File: src/rtl/if_fetch_stage_if.sv
// -----------------------------------------------------------------------------
// if_fetch_stage_if
// Bundles the fetch-stage control inputs, instruction-memory link, IF/ID
// register outputs and display counters into one interface.
//   master : upstream/control side (drives pc_enable, stall, redirect,
//            redirect_target, instr_in; observes everything else)
//   slave  : the fetch stage itself
// -----------------------------------------------------------------------------
interface if_fetch_stage_if;
  logic        pc_enable;        // 1 = run, 0 = halted
  logic        stall;            // load-use hazard hold
  logic        redirect;         // taken branch / jump resolved in EX
  logic [31:0] redirect_target;  // new PC, low two bits ignored
  logic [31:0] instr_in;         // combinational imem data for pc
  logic [31:0] pc;               // current fetch address
  logic [31:0] if_id_instr;      // IF/ID instruction
  logic [31:0] if_id_pc4;        // IF/ID PC+4
  logic        if_id_valid;      // IF/ID holds a real instruction
  logic [31:0] fetch_count;      // instructions loaded into IF/ID (wraps)
  logic [15:0] redirect_count;   // redirects applied to PC (saturates)

  modport master (
    output pc_enable, stall, redirect, redirect_target, instr_in,
    input  pc, if_id_instr, if_id_pc4, if_id_valid, fetch_count, redirect_count
  );

  modport slave (
    input  pc_enable, stall, redirect, redirect_target, instr_in,
    output pc, if_id_instr, if_id_pc4, if_id_valid, fetch_count, redirect_count
  );
endinterface

File: src/rtl/if_fetch_stage.sv
// -----------------------------------------------------------------------------
// if_fetch_stage
// Instruction-fetch stage: owns the PC, addresses instruction memory and
// loads the IF/ID register. A redirect seen while halted is parked and
// applied on the first running edge.
// Ports:
//   clk  : single clock, rising-edge state updates
//   rst  : asynchronous active-high reset
//   bus  : if_fetch_stage_if.slave (control in, imem data in, IF/ID and
//          counters out)
// Parameter:
//   RESET_PC : PC value after reset
// -----------------------------------------------------------------------------
module if_fetch_stage #(
  parameter logic [31:0] RESET_PC = 32'h0000_0000
) (
  input  logic            clk,
  input  logic            rst,
  if_fetch_stage_if.slave bus
);

  // ST_PENDING means a redirect arrived while halted and is waiting for resume
  typedef enum logic [0:0] {
    ST_RUN     = 1'b0,
    ST_PENDING = 1'b1
  } redir_state_e;

  redir_state_e state_r, state_s;
  logic [31:0]  pend_tgt_r, pend_tgt_s;
  logic [31:0]  pc_r, pc_s;
  logic [31:0]  instr_r, instr_s;
  logic [31:0]  pc4_r, pc4_s;
  logic         valid_r, valid_s;
  logic [31:0]  fcnt_r, fcnt_s;
  logic [15:0]  rcnt_r, rcnt_s;
  logic [31:0]  pc_plus4_s;
  logic [31:0]  tgt_aligned_s;

  // Saturating increment for the display redirect counter
  function automatic logic [15:0] sat_inc16(input logic [15:0] v);
    logic [15:0] r;
    if (v == 16'hFFFF) begin
      r = v;
    end else begin
      r = v + 16'd1;
    end
    return r;
  endfunction

  assign pc_plus4_s    = pc_r + 32'd4;
  // Masking keeps the low bits out of the PC without leaving them dangling
  assign tgt_aligned_s = bus.redirect_target & 32'hFFFF_FFFC;

  // Next-state selection: redirect > parked redirect on resume > halt > stall > fetch
  always_comb begin
    state_s    = state_r;
    pend_tgt_s = pend_tgt_r;
    pc_s       = pc_r;
    instr_s    = instr_r;
    pc4_s      = pc4_r;
    valid_s    = valid_r;
    fcnt_s     = fcnt_r;
    rcnt_s     = rcnt_r;
    if (bus.redirect && bus.pc_enable) begin
      pc_s    = tgt_aligned_s;
      instr_s = 32'h0000_0000;
      pc4_s   = 32'h0000_0000;
      valid_s = 1'b0;
      state_s = ST_RUN;
      rcnt_s  = sat_inc16(rcnt_r);
    end else if (bus.redirect) begin
      // Halted: park the newest target, flush now, PC waits for resume
      pend_tgt_s = tgt_aligned_s;
      state_s    = ST_PENDING;
      instr_s    = 32'h0000_0000;
      pc4_s      = 32'h0000_0000;
      valid_s    = 1'b0;
    end else if ((state_r == ST_PENDING) && bus.pc_enable) begin
      // Resume edge: parked target wins even over a stall
      pc_s    = pend_tgt_r;
      instr_s = 32'h0000_0000;
      pc4_s   = 32'h0000_0000;
      valid_s = 1'b0;
      state_s = ST_RUN;
      rcnt_s  = sat_inc16(rcnt_r);
    end else if (!bus.pc_enable) begin
      pc_s = pc_r;
    end else if (bus.stall) begin
      pc_s = pc_r;
    end else begin
      pc_s    = pc_plus4_s;
      instr_s = bus.instr_in;
      pc4_s   = pc_plus4_s;
      valid_s = 1'b1;
      fcnt_s  = fcnt_r + 32'd1;
    end
  end

  // State register with asynchronous reset; reset also discards a parked redirect
  always_ff @(posedge clk or posedge rst) begin
    if (rst) begin
      state_r    <= ST_RUN;
      pend_tgt_r <= 32'h0000_0000;
      pc_r       <= RESET_PC;
      instr_r    <= 32'h0000_0000;
      pc4_r      <= 32'h0000_0000;
      valid_r    <= 1'b0;
      fcnt_r     <= 32'h0000_0000;
      rcnt_r     <= 16'h0000;
    end else begin
      state_r    <= state_s;
      pend_tgt_r <= pend_tgt_s;
      pc_r       <= pc_s;
      instr_r    <= instr_s;
      pc4_r      <= pc4_s;
      valid_r    <= valid_s;
      fcnt_r     <= fcnt_s;
      rcnt_r     <= rcnt_s;
    end
  end

  assign bus.pc             = pc_r;
  assign bus.if_id_instr    = instr_r;
  assign bus.if_id_pc4      = pc4_r;
  assign bus.if_id_valid    = valid_r;
  assign bus.fetch_count    = fcnt_r;
  assign bus.redirect_count = rcnt_r;

endmodule

File: src/flat_wrapper.sv
// flat-port wrapper written by rule: the top's interface ports become plain ports
module if_fetch_stage_flat 
#(
  parameter logic [31:0] RESET_PC = 32'h0000_0000
)
  (clk, rst, bus_pc_enable, bus_stall, bus_redirect, bus_redirect_target, bus_instr_in, bus_pc, bus_if_id_instr, bus_if_id_pc4, bus_if_id_valid, bus_fetch_count, bus_redirect_count);
  if_fetch_stage_if bus_i ();
  input  logic clk;
  input  logic rst;
  input wire logic [$bits(bus_i.pc_enable)-1:0] bus_pc_enable;
  input wire logic [$bits(bus_i.stall)-1:0] bus_stall;
  input wire logic [$bits(bus_i.redirect)-1:0] bus_redirect;
  input wire logic [$bits(bus_i.redirect_target)-1:0] bus_redirect_target;
  input wire logic [$bits(bus_i.instr_in)-1:0] bus_instr_in;
  output wire logic [$bits(bus_i.pc)-1:0] bus_pc;
  output wire logic [$bits(bus_i.if_id_instr)-1:0] bus_if_id_instr;
  output wire logic [$bits(bus_i.if_id_pc4)-1:0] bus_if_id_pc4;
  output wire logic [$bits(bus_i.if_id_valid)-1:0] bus_if_id_valid;
  output wire logic [$bits(bus_i.fetch_count)-1:0] bus_fetch_count;
  output wire logic [$bits(bus_i.redirect_count)-1:0] bus_redirect_count;
  assign bus_i.pc_enable = bus_pc_enable;
  assign bus_i.stall = bus_stall;
  assign bus_i.redirect = bus_redirect;
  assign bus_i.redirect_target = bus_redirect_target;
  assign bus_i.instr_in = bus_instr_in;
  assign bus_pc = bus_i.pc;
  assign bus_if_id_instr = bus_i.if_id_instr;
  assign bus_if_id_pc4 = bus_i.if_id_pc4;
  assign bus_if_id_valid = bus_i.if_id_valid;
  assign bus_fetch_count = bus_i.fetch_count;
  assign bus_redirect_count = bus_i.redirect_count;
  if_fetch_stage #(.RESET_PC(RESET_PC)) u_core (.clk(clk), .rst(rst), .bus(bus_i));
endmodule
File: config.mk
export PLATFORM = sky130hd
export DESIGN_NAME = if_fetch_stage_flat
export DESIGN_NICKNAME = d
export VERILOG_FILES = /design/src/rtl/if_fetch_stage_if.sv /design/src/rtl/if_fetch_stage.sv /design/src/flat_wrapper.sv
export SDC_FILE = /design/constraint.sdc
export NUM_CORES = 1
export LEC_CHECK = 0
export ABC_AREA = 1
export BUFFER_PORTS_ARGS = -buffer_cell sky130_fd_sc_hd__buf_2
export CORE_MARGIN = 2
export CORE_UTILIZATION = 54
export CTS_CLUSTER_DIAMETER = 40
export DETAILED_ROUTE_END_ITERATION = 16
export GPL_TIMING_DRIVEN = 0
export PLACE_DENSITY = 0.89
export SYNTH_ARGS = -nofsm -noshare
export SYNTH_HDL_FRONTEND = slang
export SYNTH_SLANG_ARGS = --single-unit
File: constraint.sdc
create_clock -name clk -period 5.4 [get_ports clk]
set_clock_uncertainty 0.1 [all_clocks]
set_input_delay 0 -clock clk [delete_from_list [all_inputs] [get_ports clk]]
set_output_delay 0 -clock clk [all_outputs]
set_load 0.02 [all_outputs]
# Word level (Yosys, flattened, before mapping)
# Index checks and enable logic that the tools add are counted.
# word_totals
rom_bits,0
ram_bits,0
out_inout_bits,145
latch_bits,0
n_memories,0
ff_bits,176
word_cells,55
# classes
mux,25
n_shift,0
n_mul,0
eq_ne,4
n_bitwise,4
div_mod_pow,0
order_cmp,0
n_addsub,3
reduce_logical,11
# ops
operator,count
2-to-1 mux 32 bit,13
2-to-1 mux 16 bit,4
"adder 32 x 1 -> 32 bit, second input constant",1
"adder 32 x 3 -> 32 bit, second input constant",1
"adder 16 x 1 -> 16 bit, second input constant",1
"equality test 16 bit, second input constant",1
2-to-1 mux 1 bit,8
AND reduction 2 bit,3
nonzero test 3 bit,2
AND reduction 5 bit,1
"inequality test 4 x 1 -> 1 bit, second input constant",1
inverter 1 bit,4
nonzero test 4 bit,1
"inequality test 3 x 1 -> 1 bit, second input constant",1
AND reduction 3 bit,1
logical AND 1 bit,2
"inequality test 2 x 1 -> 1 bit, second input constant",1
nonzero test 2 bit,1

# Depth between registers and ports, before layout
# logic_depth
depth_word,6
depth_mapped,10
depth_no_buf,10

# Worst setup path after synthesis
# Ideal clock, no wire load.
# synth_timing
path_kind,reg-to-reg
from,"register u_core.rcnt_r[0], in the netlist u_core.bus.redirect_count[0]"
to,"register u_core.rcnt_r[9], in the netlist u_core.bus.redirect_count[9]"
t_arrival_ps,1598
setup_ps,120
stages_incl_launch_ff,10
period_less_slack_ps,1818
t_required_ps,5180
slack_ps,3582
n_path_buf,1
path_cell_list,dfrtp_1 > ha_1 > nand3_2 > nor3_2 > nand2_1 > nand2_2 > inv_2 > buf_6 > nand4_1 > nand2_1
# synth_between
elab_chain_cells,5
word_cells_on_any_way,6
# synth_lines
item,line_no,rtl
"start, declared",if_fetch_stage.sv:35,"logic [15:0] rcnt_r, rcnt_s;"
"start signal, assigned",if_fetch_stage.sv:118,rcnt_r <= rcnt_s;
adder 16 x 1 -> 16 bit or equality test 16 bit (tied branches),"if_fetch_stage.sv:45, if_fetch_stage.sv:42",
2-to-1 mux 16 bit (*),if_fetch_stage.sv:42,if (v == 16'hFFFF) begin
2-to-1 mux 16 bit,if_fetch_stage.sv:78,end else if ((state_r == ST_PENDING) && bus.pc_enable) begin
2-to-1 mux 16 bit,if_fetch_stage.sv:71,end else if (bus.redirect) begin
2-to-1 mux 16 bit (*),if_fetch_stage.sv:64,if (bus.redirect && bus.pc_enable) begin
# Every way passes the cells marked *; elsewhere a longest branch is shown, timed or not. The select of a mux whose other input is x is not followed.
# A chain may end at the register's enable or synchronous reset.

# Worst setup path after layout
# layout_timing
from,"register u_core.pc_r[2], in the netlist u_core.bus.pc[2]"
to,"register u_core.pc_r[30], in the netlist u_core.bus.pc[30]"
# layout_between
elab_chain_cells,6
# layout_lines
item,line_no,rtl
"start, declared",if_fetch_stage.sv:30,"logic [31:0] pc_r, pc_s;"
"start signal, assigned",if_fetch_stage.sv:113,pc_r <= pc_s;
adder 32 x 3 -> 32 bit,if_fetch_stage.sv:50,assign pc_plus4_s = pc_r + 32'd4;
2-to-1 mux 32 bit,if_fetch_stage.sv:88,end else if (bus.stall) begin
2-to-1 mux 32 bit,if_fetch_stage.sv:86,end else if (!bus.pc_enable) begin
2-to-1 mux 32 bit,if_fetch_stage.sv:78,
2-to-1 mux 32 bit,if_fetch_stage.sv:71,
2-to-1 mux 32 bit,if_fetch_stage.sv:64,
# No other way between the ends. The select of a mux whose other input is x is not followed.

==> results.toml <==
[timing]
maxSlewViolCount = 0
rsz0062_at_grt = "no"
slew_headroom_pct = 59.79
finalSetupTns_ns = 0
hold_viol = 0
fmax_mhz = 492.7
fin_crit_sh_pct = 37.59
tightest_slew_ns = 0.6032
setup-violations-final = 0
whs_ns = 0.08959
min_period_ns = 2.030

[clocking]
ctsLongestPathBuffers = 2
cts_setup_buffers = 0
insertion_delay_ns = 0.44
root_buffer = "clkbuf_16"
clkSinkCount = 173
cts_resized = 0
cts_tree = "yes"
cts.clk_slew.worst_paths_ns = 0.07
cts_buffers = 17
cts-htree-levels = 4

[global_routing]
antenna_found_initial = 1
grt_max_degree = 89
track_usage_pct = 31.28
grt_pass1_wl_um = 43180
overflow = 0
grt_pass1_vias = 8480

[drt]
drc = 0
drt_iter0_markers = 826
wl_um = 26970
vias = 8870
ant_nets = 0
routed_via_density = 5.558
firstDrtPassIters = 6
drt-wirelength-per-cell_um = 16.90

[critical_path]
slowest_delay_ns = 0.45
timing.rr.start = "u_core.bus.pc[2]"
cp.arrival_ns = 2.25
r2r_slack_ns = 3.37
worstPathRequired_ns = 5.62
endpoint_kind = "flop"
cp_slowest_cell = "dfrtp_1"
critical_path_buf_inv_count = 0
cpMostUsedCell = "nand2_1"
crit_chain = "ha_1 > nand2_1 > nor2_2 > nand2_2 > nor2_2 > nand2_1 > nand2_1 > nand3_1 > nand2_1 > a21oi_1"
path_class = "reg2reg"
cpLargestDelayFamily = "simple AND/OR/NAND/NOR gates"
reg2reg_depth = 10
critPathLaunchType = "flop"
worstPathMaxFanout = 5
reg2reg_to = "u_core.bus.pc[30]"

[cells_and_area]
postLayoutCoreUtil_pct = 71.64
most-common-layout-cells = "nand2_1 (280), buf_2 (230), dfrtp_1 (173)"
area_growth_pct = 29.64
ff_latch_area_mm2 = 0.004329
final_layout_size_suffix_gt1_share_pct = 22.34
nNetsFinal = 1438
final_cells = 1596
n_fill_cell = 1212
final_common_cell = "nand2_1"
multiInputGateArea_mm2 = 0.003908

[synth]
yosysUniqueCellTypes = 43
synth_cells = 1069
synth_area_per_cell_um2 = 8.241
synth_top_area_cell = "dfrtp_1"
synth_seq_area_share_pct = 49.14
ys_warn_count = 0
synth_area_leaders = "dfrtp_1 (49%), nand2_1 (12%), nor2_1 (5.1%)"
synthesis.area_mm2 = 0.008810
synth_seq_cells = 173
yosysTopAreaCellShare_pct = 49.14

[place]
gp_congestion = 1.010
io_buffers = 209
dp_hpwl_um = 19310
dp.cells = 1496

[floorplanning]
design.portCount = 214
start_util_pct = 55.26
fp-row-count = 46
dieWidth_um = 131.7
die_h_um = 131.7
core_mm2 = 0.01594
die_area_mm2 = 0.01735

[power]
powerDensity_mw_per_mm2 = 329.7
p_int_uw = 2460
ir_drop_uv = 257.4
pwr-share-seq_pct = 43.2
p_comb_share_pct = 24.4
p_leak_uw = 0.006135
p_clk_share_pct = 32.4
p_switching_uw = 1306
swShare_pct = 34.67

[outcome]
status = "completed"

[worst_hold_path]
hold_path.class = "in2async"

[run]
drv_cap = 0
==> what timing repair did <==
item,4_1_cts,5_1_grt
setup endpoints to repair,0,0
hold buffers,67,0
endpoints found under the hold margin,180,0
==> tightest hold or removal path, delay by kind of cell <==
kind	cells	cell delay, ns
buffers and inverters	3	1.09
==> power groups by stage <==
stage | registers, uW | clock network [uW] | logic (uW)
after global routing | 1640 | 1290 | 996
final | 1630 | 1220 | 918
after global placement | 1630 | 0 | 830
after CTS | 1620 | 1230 | 905
after floorplan | 1740 | 0 | 414
after detailed placement | 1640 | 0 | 857
==> flip-flops by register name, indices dropped and copies added, names as in the netlist <==
name / count
u_core.bus.if_id_instr: 32
u_core.bus.redirect_count: 16
u_core.state_r: 1
u_core.bus.if_id_valid: 1
u_core.pend_tgt_r: 30
u_core.bus.pc: 30
u_core.bus.if_id_pc4: 31
u_core.bus.fetch_count: 32
==> cell usage after synthesis (all sizes together) <==
cell	count
nor3	21
nand3b	5
buf	29
nor3b	1
ha	3
o32ai	1
mux2	6
nand3	52
dfrtp	173
inv	97
a21boi	1
o21ai	42
a21o	14
a22oi	4
and3	1
nor4	1
a21oi	85
conb	1
nand4	12
clkbuf	13
nand2	286
nor2	130
a22o	42
xnor2	12
xor2	33
o211ai	2
o31ai	2
==> logic make-up (layout without fill, tap and decap cells) <==
logic type	count (synthesis)	count (layout)	share of synthesized area, %
DFF	173	173	49.14
xor gates and xnor gates	45	45	4.474
other	1	3	0.04257
and+or+nand+nor	509	509	25.07
AOI/OAI and AO/OA	193	193	13.53
adders and majority gates	3	3	0.4261
muxes	6	6	0.7669
buffers and inverters	139	448	6.547
==> stage by stage <==
stage          power [uW]  setup slack [ns]  instance area (um2)
2_1_floorplan        2158            0.6115                 8813
3_3_place_gp         2463            -1.150                10130
3_5_place_dp         2496             3.453                10160
4_1_cts              3755             3.404                11420
5_1_grt              3926             3.237                11420
6_report             3766             3.370                11420
==> metal layers <==
layer  track usage [%]  vias up  part of all wire, %
met3             5.671      101                  8.8
met4             14.73        0                  4.6
li1                  -     4086                    -
met2             52.24      533                   48
met5                 0        -                    0
met1             39.69     4150                   39
==> area by class of cell <==
| cell class | count | share of cell area (%) |
|---|---|---|
| Multi-Input combinational cell | 758 | 34.21 |
| Sequential cell | 173 | 37.91 |
| Clock buffer | 20 | 3.911 |
| Tap cell | 216 | 2.366 |
| Timing Repair Buffer | 277 | 15.27 |
| Inverter | 97 | 3.276 |
| Clock inverter | 12 | 1.194 |
| Antenna cell | 1 | 0.02191 |
| Buffer | 42 | 1.840 |
==> worst max path at each step <==
stage                           from                   endpoint  slack [ns]  cells after the start
floorplan                        rst  u_core.bus.fetch_count[0]        0.61                      1
global placement                 rst      u_core.pend_tgt_r[24]       -1.15                      2
detailed placement  u_core.bus.pc[2]   u_core.bus.if_id_pc4[20]        3.45                      7
CTS                 u_core.bus.pc[2]   u_core.bus.if_id_pc4[20]        3.40                      7
global route        u_core.bus.pc[2]          u_core.bus.pc[14]        3.24                     10
finish              u_core.bus.pc[2]          u_core.bus.pc[30]        3.37                     10
Power figures use the tool's default switching activity.
